===== config.mk =====
export PLATFORM = sky130hd
export DESIGN_NAME = call_stack
export DESIGN_NICKNAME = d
export VERILOG_FILES = /design/src/rtl/call_stack.sv
export SDC_FILE = /design/constraint.sdc
export NUM_CORES = 1
export LEC_CHECK = 0
export CAP_MARGIN = 30
export CORE_ASPECT_RATIO = 0.8
export CORE_UTILIZATION = 35
export CTS_CLUSTER_SIZE = 10
export DETAILED_ROUTE_END_ITERATION = 8
export HOLD_SLACK_MARGIN = 0.15
export SETUP_SLACK_MARGIN = 0.02
export SLEW_MARGIN = 10
export SYNTH_ARGS = -nofsm -noshare
export SYNTH_HDL_FRONTEND = slang
export SYNTH_SLANG_ARGS = --single-unit

===== constraint.sdc =====
create_clock -name clk -period 4.6 [get_ports clk]
set_input_delay 0.46 -clock clk [delete_from_list [all_inputs] [get_ports clk]]
set_output_delay 0.46 -clock clk [all_outputs]
set_load 0.01 [all_outputs]

===== src/rtl/call_stack.sv =====
// LIFO return-address stack with sticky overflow/underflow flags and a combinational top-of-stack read.
// Define CALL_STACK_WRAP_EN to let a push into a full stack overwrite the oldest entry instead of being dropped.
module call_stack #(
    parameter int WIDTH = 12,
    parameter int DEPTH = 8
) (
    input  logic                       clk,
    input  logic                       rst,
    input  logic                       push,
    input  logic                       pop,
    input  logic [WIDTH-1:0]           writeData,
    output logic [WIDTH-1:0]           readData,
    input  logic                       clrErr,
    output logic [$clog2(DEPTH+1)-1:0] count,
    output logic                       full,
    output logic                       empty,
    output logic                       overflow,
    output logic                       underflow
);

    localparam int PW = $clog2(DEPTH);
    localparam int CW = $clog2(DEPTH + 1);
    localparam logic [PW-1:0] LAST_PTR = PW'(DEPTH - 1);
    localparam logic [CW-1:0] FULL_CNT = CW'(DEPTH);

    logic [WIDTH-1:0] mem [DEPTH];

    logic [PW-1:0] topPtr;
    logic [PW-1:0] nextPtr;
    logic [PW-1:0] prevPtr;
    logic [PW-1:0] wrPtr;
    logic [CW-1:0] cnt;
    logic          ovfFlag;
    logic          udfFlag;

    logic isEmpty;
    logic isFull;
    logic doPush;
    logic doPop;
    logic doReplace;
    logic doWrite;
    logic ovfEvt;
    logic udfEvt;

    assign isEmpty = (cnt == '0);
    assign isFull  = (cnt == FULL_CNT);

    // Pointer neighbours wrap explicitly so DEPTH need not be a power of two.
    always_comb begin
        nextPtr = (topPtr == LAST_PTR) ? '0 : topPtr + PW'(1);
        prevPtr = (topPtr == '0) ? LAST_PTR : topPtr - PW'(1);
    end

    always_comb begin
        doPush    = 1'b0;
        doPop     = 1'b0;
        doReplace = 1'b0;
        ovfEvt    = 1'b0;
        udfEvt    = 1'b0;
        case ({push, pop})
            2'b10: begin
                if (!isFull) begin
                    doPush = 1'b1;
                end else begin
                    ovfEvt = 1'b1;
`ifdef CALL_STACK_WRAP_EN
                    doPush = 1'b1;
`endif
                end
            end
            2'b01: begin
                if (!isEmpty) begin
                    doPop = 1'b1;
                end else begin
                    udfEvt = 1'b1;
                end
            end
            2'b11: begin
                // Return-then-call: replace the top; on an empty stack only the call survives.
                if (!isEmpty) begin
                    doReplace = 1'b1;
                end else begin
                    doPush = 1'b1;
                    udfEvt = 1'b1;
                end
            end
            default: ;
        endcase
    end

    always_comb begin
        doWrite = doPush | doReplace;
        wrPtr   = doReplace ? topPtr : nextPtr;
    end

    // Storage carries no reset; readData is gated by empty so stale entries never show.
    always_ff @(posedge clk) begin
        if (!rst && doWrite) begin
            mem[wrPtr] <= writeData;
        end
    end

    always_ff @(posedge clk) begin
        if (rst) begin
            topPtr  <= '0;
            cnt     <= '0;
            ovfFlag <= 1'b0;
            udfFlag <= 1'b0;
        end else begin
            if (doPush) begin
                topPtr <= nextPtr;
                if (!isFull) begin
                    cnt <= cnt + CW'(1);
                end
            end else if (doPop) begin
                topPtr <= prevPtr;
                cnt    <= cnt - CW'(1);
            end
            ovfFlag <= ovfEvt | (ovfFlag & ~clrErr);
            udfFlag <= udfEvt | (udfFlag & ~clrErr);
        end
    end

    assign readData  = isEmpty ? '0 : mem[topPtr];
    assign count     = cnt;
    assign full      = isFull;
    assign empty     = isEmpty;
    assign overflow  = ovfFlag;
    assign underflow = udfFlag;

endmodule


## Word-level counts from Yosys, hierarchy flattened

Memories as Yosys holds them, arrays and structs flattened. A register that Yosys moved wholly into a read port is not among the register bits.
Cells that the tools add are included.

- Memories: 1
- RAM bits: 96
- Output and inout port bits: 20
- Bits of input ports: 17
- Bits in registers: 9
- Logic and storage cells: 50

- Equality and inequality tests: 6
- Reduce and logical (&&, ||, !) cells: 7
- Add/subtract/negate cells: 4
- Mux-type cells: 22
- Bitwise operators: 6

Memories:

| name | depth | bits a word | rd ports | clocked after Yosys merged registers in | wr ports | line | RTL |
|---|---|---|---|---|---|---|---|
| mem | 8 | 12 | 1 | 1 | 1 | 26 | `logic [WIDTH-1:0] mem [DEPTH];` |

Operator list:

| kind | count |
|---|---|
| two-way mux 3 bit | 7 |
| two-way mux 12 bit | 1 |
| two-way mux 4 bit | 3 |
| two-way mux 1 bit | 10 |
| adder 4 x 1 -> 4 bit, second input constant | 1 |
| == test 2 bit, second input constant | 2 |
| == test 4 bit, second input constant | 1 |
| zero test 4 bit | 1 |
| subtractor 4 x 1 -> 4 bit, second input constant | 1 |
| adder 3 x 1 -> 3 bit, second input constant | 1 |
| == test 3 bit, second input constant | 1 |
| zero test 3 bit | 1 |
| bitwise OR 1 bit | 3 |
| subtractor 3 x 1 -> 3 bit, second input constant | 1 |
| AND 1 bit | 2 |
| == test 2 x 1 -> 1 bit, second input constant | 1 |
| != test 2 bit, second input constant | 1 |
| one-hot mux 1 bit (2 select lines) | 1 |
| AND reduction 2 bit | 1 |
| nonzero test 2 bit | 1 |
| OR reduction 2 bit | 1 |
| logical AND 1 bit | 1 |
| zero test 1 bit | 1 |
| NOT 1 bit | 1 |

## Longest topological paths before layout

- Depth in word-level cells: 7
- Gate-level depth with buffers: 11
- Gate-level depth less buffers: 10

## Worst setup path after synthesis

Ideal clock, no wire load.

- Path type: register to register
- Start: register cnt[1] (netlist: count[1])
- End: memory mem[1][0], enable pin
- Arrival time: 2129 ps
- Cell stages (with the launch flop): 7
- Required time: 4220 ps
- Path buffers: 1
- Period minus slack after synthesis: 2509 ps
- Setup slack: 2091 ps
- Setup time: 380 ps
- Cells stage by stage: dfxtp_1 > buf_2 > nor4_2 > nor2_1 > mux2i_1 > nand2b_1 > nor2_1

- Word-level cells in the longest chain between the ends: 7
- Elaborated cells on any way between the ends: 12
- Those cells by class: 1 x eq/ne; 8 x mux; 1 x bitwise; 2 x reduce/logical

RTL lines:

| element | line | RTL |
|---|---|---|
| start: declaration | 32 | `logic [CW-1:0] cnt;` |
| start signal: assignment | 113 | `cnt <= cnt + CW'(1);` |
| start signal: assignment | 117 | `cnt <= cnt - CW'(1);` |
| == test 4 bit / zero test 4 bit (equally long branches) | 46, 45 |  |
| two-way mux 1 bit, on equally long branches | 62, 80 |  |
| one-hot mux 1 bit (2 select lines) / two-way mux 1 bit (equally long branches) | 60 | `case ({push, pop})` |
| bitwise OR 1 bit | 92 | `doWrite = doPush \| doReplace;` |
| logical AND 1 bit | 98 | `if (!rst && doWrite) begin` |
| two-way mux 1 bit | 98 |  |
| two-way mux 1 bit (not written as such) | 99 | `mem[wrPtr] <= writeData;` |
| end: declaration | 26 |  |

Several ways; a longest one is shown, not always the timed one.

==> results.md <==
- Final worst path period need: 3.12 ns
- Destination of the worst register-to-register timing path: count[3]
- Synth Instances: 254
- Highest net fanout along the worst path: 17
- Relative slew slack: 41.9%
- Number of register bits inferred by synthesis: 108
- Post-CTS Setup Inserts: 0
- Pre-CTS worst setup slack: 1.51 ns
- WP data arrival: 2.66 ns
- Count of antenna-violating nets left after detailed routing: 0
- CTS H-tree lvls: 3
- Setup repair after global routing missed its margin: no
- Power per Cell Area: 598 nW/um2
- Clock skew after layout: 0.00714 ns
- Total standard cell area after synthesis: 4440 um2
- Post-synth net total: 277
- Per-cell routed wire length: 17.7 um
- Routed vias/inst: 4.91
- Crit-path slowest cell: sky130_fd_sc_hd__dfxtp_1
- Synthesis Warnings: 0
- Result of the run: finished, final reports clean
- Post-detailed-routing wire length: 8.43 mm
- Area added between synthesis and finish: 20.4%
- DPL Wire Length: 5.75 mm
- Register-to-Register Setup Slack: 1.96 ns
- Hold Path Class: reg2reg
- Area of the die: 13100 um2
- Vias in the first global route: 2294
- Antenna violations before repair: 0
- Transition time at the pin with the least slew margin: 0.870 ns
- TritonCTS clock tree: done
- Maximum number of buffers from clock root to sink: 2
- Critical Path RT: 4.14 ns
- CP startpoint kind: flop
- Largest stage delay on the critical path: 0.88 ns
- Category of the critical setup timing path: reg2out
- Hold Fails Final Rpt: 0
- Number of endpoints failing setup at the final stage: 0
- Initial Util: 36.2%
- IO Port Bufs: 36
- FF-to-FF path depth: 9
- Final Instance Count excl. Fillers: 476
- CTS Root Buffer Type: sky130_fd_sc_hd__clkbuf_16
- Number of placement rows: 36
- Maximum number of pins on one net before global-route repair: 25
- Max VDD drop: 0.000203 V
- DRC violations left: 0
- Slew Viols, Final: 0
- Share of synthesized area occupied by flip-flops and latches: 70.4%
- Top-level port count: 37
- Total clock sinks: 108
- Iter 0 DRT Violations: 192
- Worst Min Path Start: topPtr[1]
- Chip width: 128 um
- Maximum clock frequency: 0.321 GHz
- Number of placed cells counting well taps: 460
- Nets: 323
- Fraction of layout cells with a size suffix above 1: 18.7%
- First drt pass iteration count: 4
- Cells traversed along the worst timing path: buf_4, mux4_2, mux2i_1, nor2_1, clkdlybuf4s50_1
- Placed inst area: 5050 um2
- First-pass GRT wire length: 13.0 mm
- Post-layout worst setup margin: 1.48 ns
- Height of the die: 103 um
- Mean Syn Cell Area: 17.5 um2
- Critical path capture point type: output pin
- Post-Layout Inst Area: 5340 um2
- Post-synth cell types: 35
- Capture point of the critical path: readData[5]
- Gr usage total: 13.7%
- Sum of negative setup slack: 0 ns
- Global-route congestion overflow total: 0
- Count of maximum capacitance violations: 0
- Clock slew at reported path FFs: 0.07 ns
- Smallest hold slack: 0.558 ns
- Vias: 2338
- Leakage power of the design: 1.71 nW
- FF-to-FF Start: count[0]
- Ratio of final minimum period to clock period: 67.8%
- Post-CTS sizing: 0
- Area of the core region: 12300 um2
- Cts-stage hold buffer count: 0
- Clock latency of the later-clocked register in the worst-skew pair: 0.34 ns
- Gp weighted congestion: 0.768
- Antenna diode count: 0
- Total clock buffers created by CTS: 9
-- where the power goes --
part | total [W] | switching (W) | leakage (nW) | internal [W]
Combinational | 0.00115 | 0.000550 | 0.601 | 0.000602
Sequential | 0.00130 | 0.000124 | 0.966 | 0.00118
Clock | 0.000736 | 0.000354 | 0.144 | 0.000382
-- cells in the mapped netlist, drive strengths merged --
master | instances | area (um2)
dfxtp | 12 | 240
edfxtp | 96 | 2880
o21ai | 4 | 20.0
a311o | 1 | 10.0
ha | 6 | 75.1
nand3 | 2 | 10.0
mux2i | 14 | 140
mux4 | 24 | 541
clkbuf | 6 | 22.5
inv | 6 | 22.5
and3 | 1 | 7.51
a21boi | 1 | 11.3
a31oi | 4 | 25.0
nand3b | 1 | 7.51
o311a | 1 | 11.3
nand2b | 3 | 18.8
nor3 | 2 | 10.0
a31o | 1 | 8.76
nand4 | 1 | 6.26
o21a | 2 | 15.0
o31ai | 1 | 7.51
or4b | 1 | 13.8
nor4 | 1 | 12.5
nor2 | 31 | 116
nor2b | 2 | 12.5
a21oi | 7 | 35.0
a311oi | 1 | 8.76
xnor2 | 4 | 35.0
buf | 6 | 33.8
a211oi | 1 | 20.0
nor3b | 4 | 30.0
nand2 | 7 | 26.3
-- critical path: cells and delay by family, from the launching register on --
family / cells / cell delay (ns)
flip-flops: 1 / 0.88
AND/OR/NAND/NOR: 1 / 0.06
buffers and inverters: 2 / 0.81
multiplexers: 2 / 0.57
-- final cells by class --
| class | count | area [um2] |
|---|---|---|
| fillers | 1095 | 6910 |
| clock inverters | 7 | 66.3 |
| flip-flops and latches | 108 | 3120 |
| clock buffers | 9 | 225 |
| multi-input cells | 128 | 1240 |
| repair buffers | 47 | 447 |
| well taps | 171 | 214 |
| inverters | 6 | 22.5 |
-- layout by cell type (no fill, tap or decap), drive strengths merged, types with 3 or more instances in the layout --
cell           netlist  layout
nor3b                4       4
a31oi                4       4
dfxtp               12      12
o21ai                4       4
nor2                31      31
a21oi                7       7
nand2                7       7
xnor2                4       4
clkdlybuf4s50        0      36
clkbuf               6       9
mux4                24      24
buf                  6      11
mux2i               14      14
nand2b               3       3
ha                   6       6
inv                  6      11
edfxtp              96      96
-- metal layers --
metal,vias to the layer above,global-route usage [%],wire (um)
met1,1189,20.4,4130
met4,0,4.89,26
met2,59,20.2,3860
li1,1087,-,-
met5,-,0,0
met3,3,2.70,418
-- logic make-up (layout without fill, tap and decap cells) --
family | after synthesis | count (layout) | synth area share, %
mux | 38 | 38 | 15.3
compound gates | 24 | 24 | 3.89
xor+xnor | 4 | 4 | 0.790
simple gates | 56 | 56 | 6.12
flops | 108 | 108 | 70.4
fa+ha+maj | 6 | 6 | 1.69
buf+inv | 18 | 69 | 1.78
-- sequential cells by signal, summed over array words and instances (netlist names), named ones only --
name	flops
count	4
underflow	1
mem	96
topPtr	3
overflow	1
-- worst min-delay path by stage --
stage,endpoint,cells past startpoint
2_1_floorplan,flop,2
3_3_place_gp,topPtr[1],2
3_5_place_dp,flop,2
4_1_cts,topPtr[1],2
5_1_grt,topPtr[0],2
6_report,topPtr[1],2
-- metrics by stage --
| stage | util (%) | power, W |
|---|---|---|
| after detailed placement | 41.2 | 0.00250 |
| after CTS | 43.6 | 0.00323 |
| after global placement | 41.1 | 0.00249 |
| final | 43.6 | 0.00319 |
| after global routing | 43.6 | 0.00337 |
| after floorplan | - | 0.00201 |
Power figures use the tool's default switching activity.
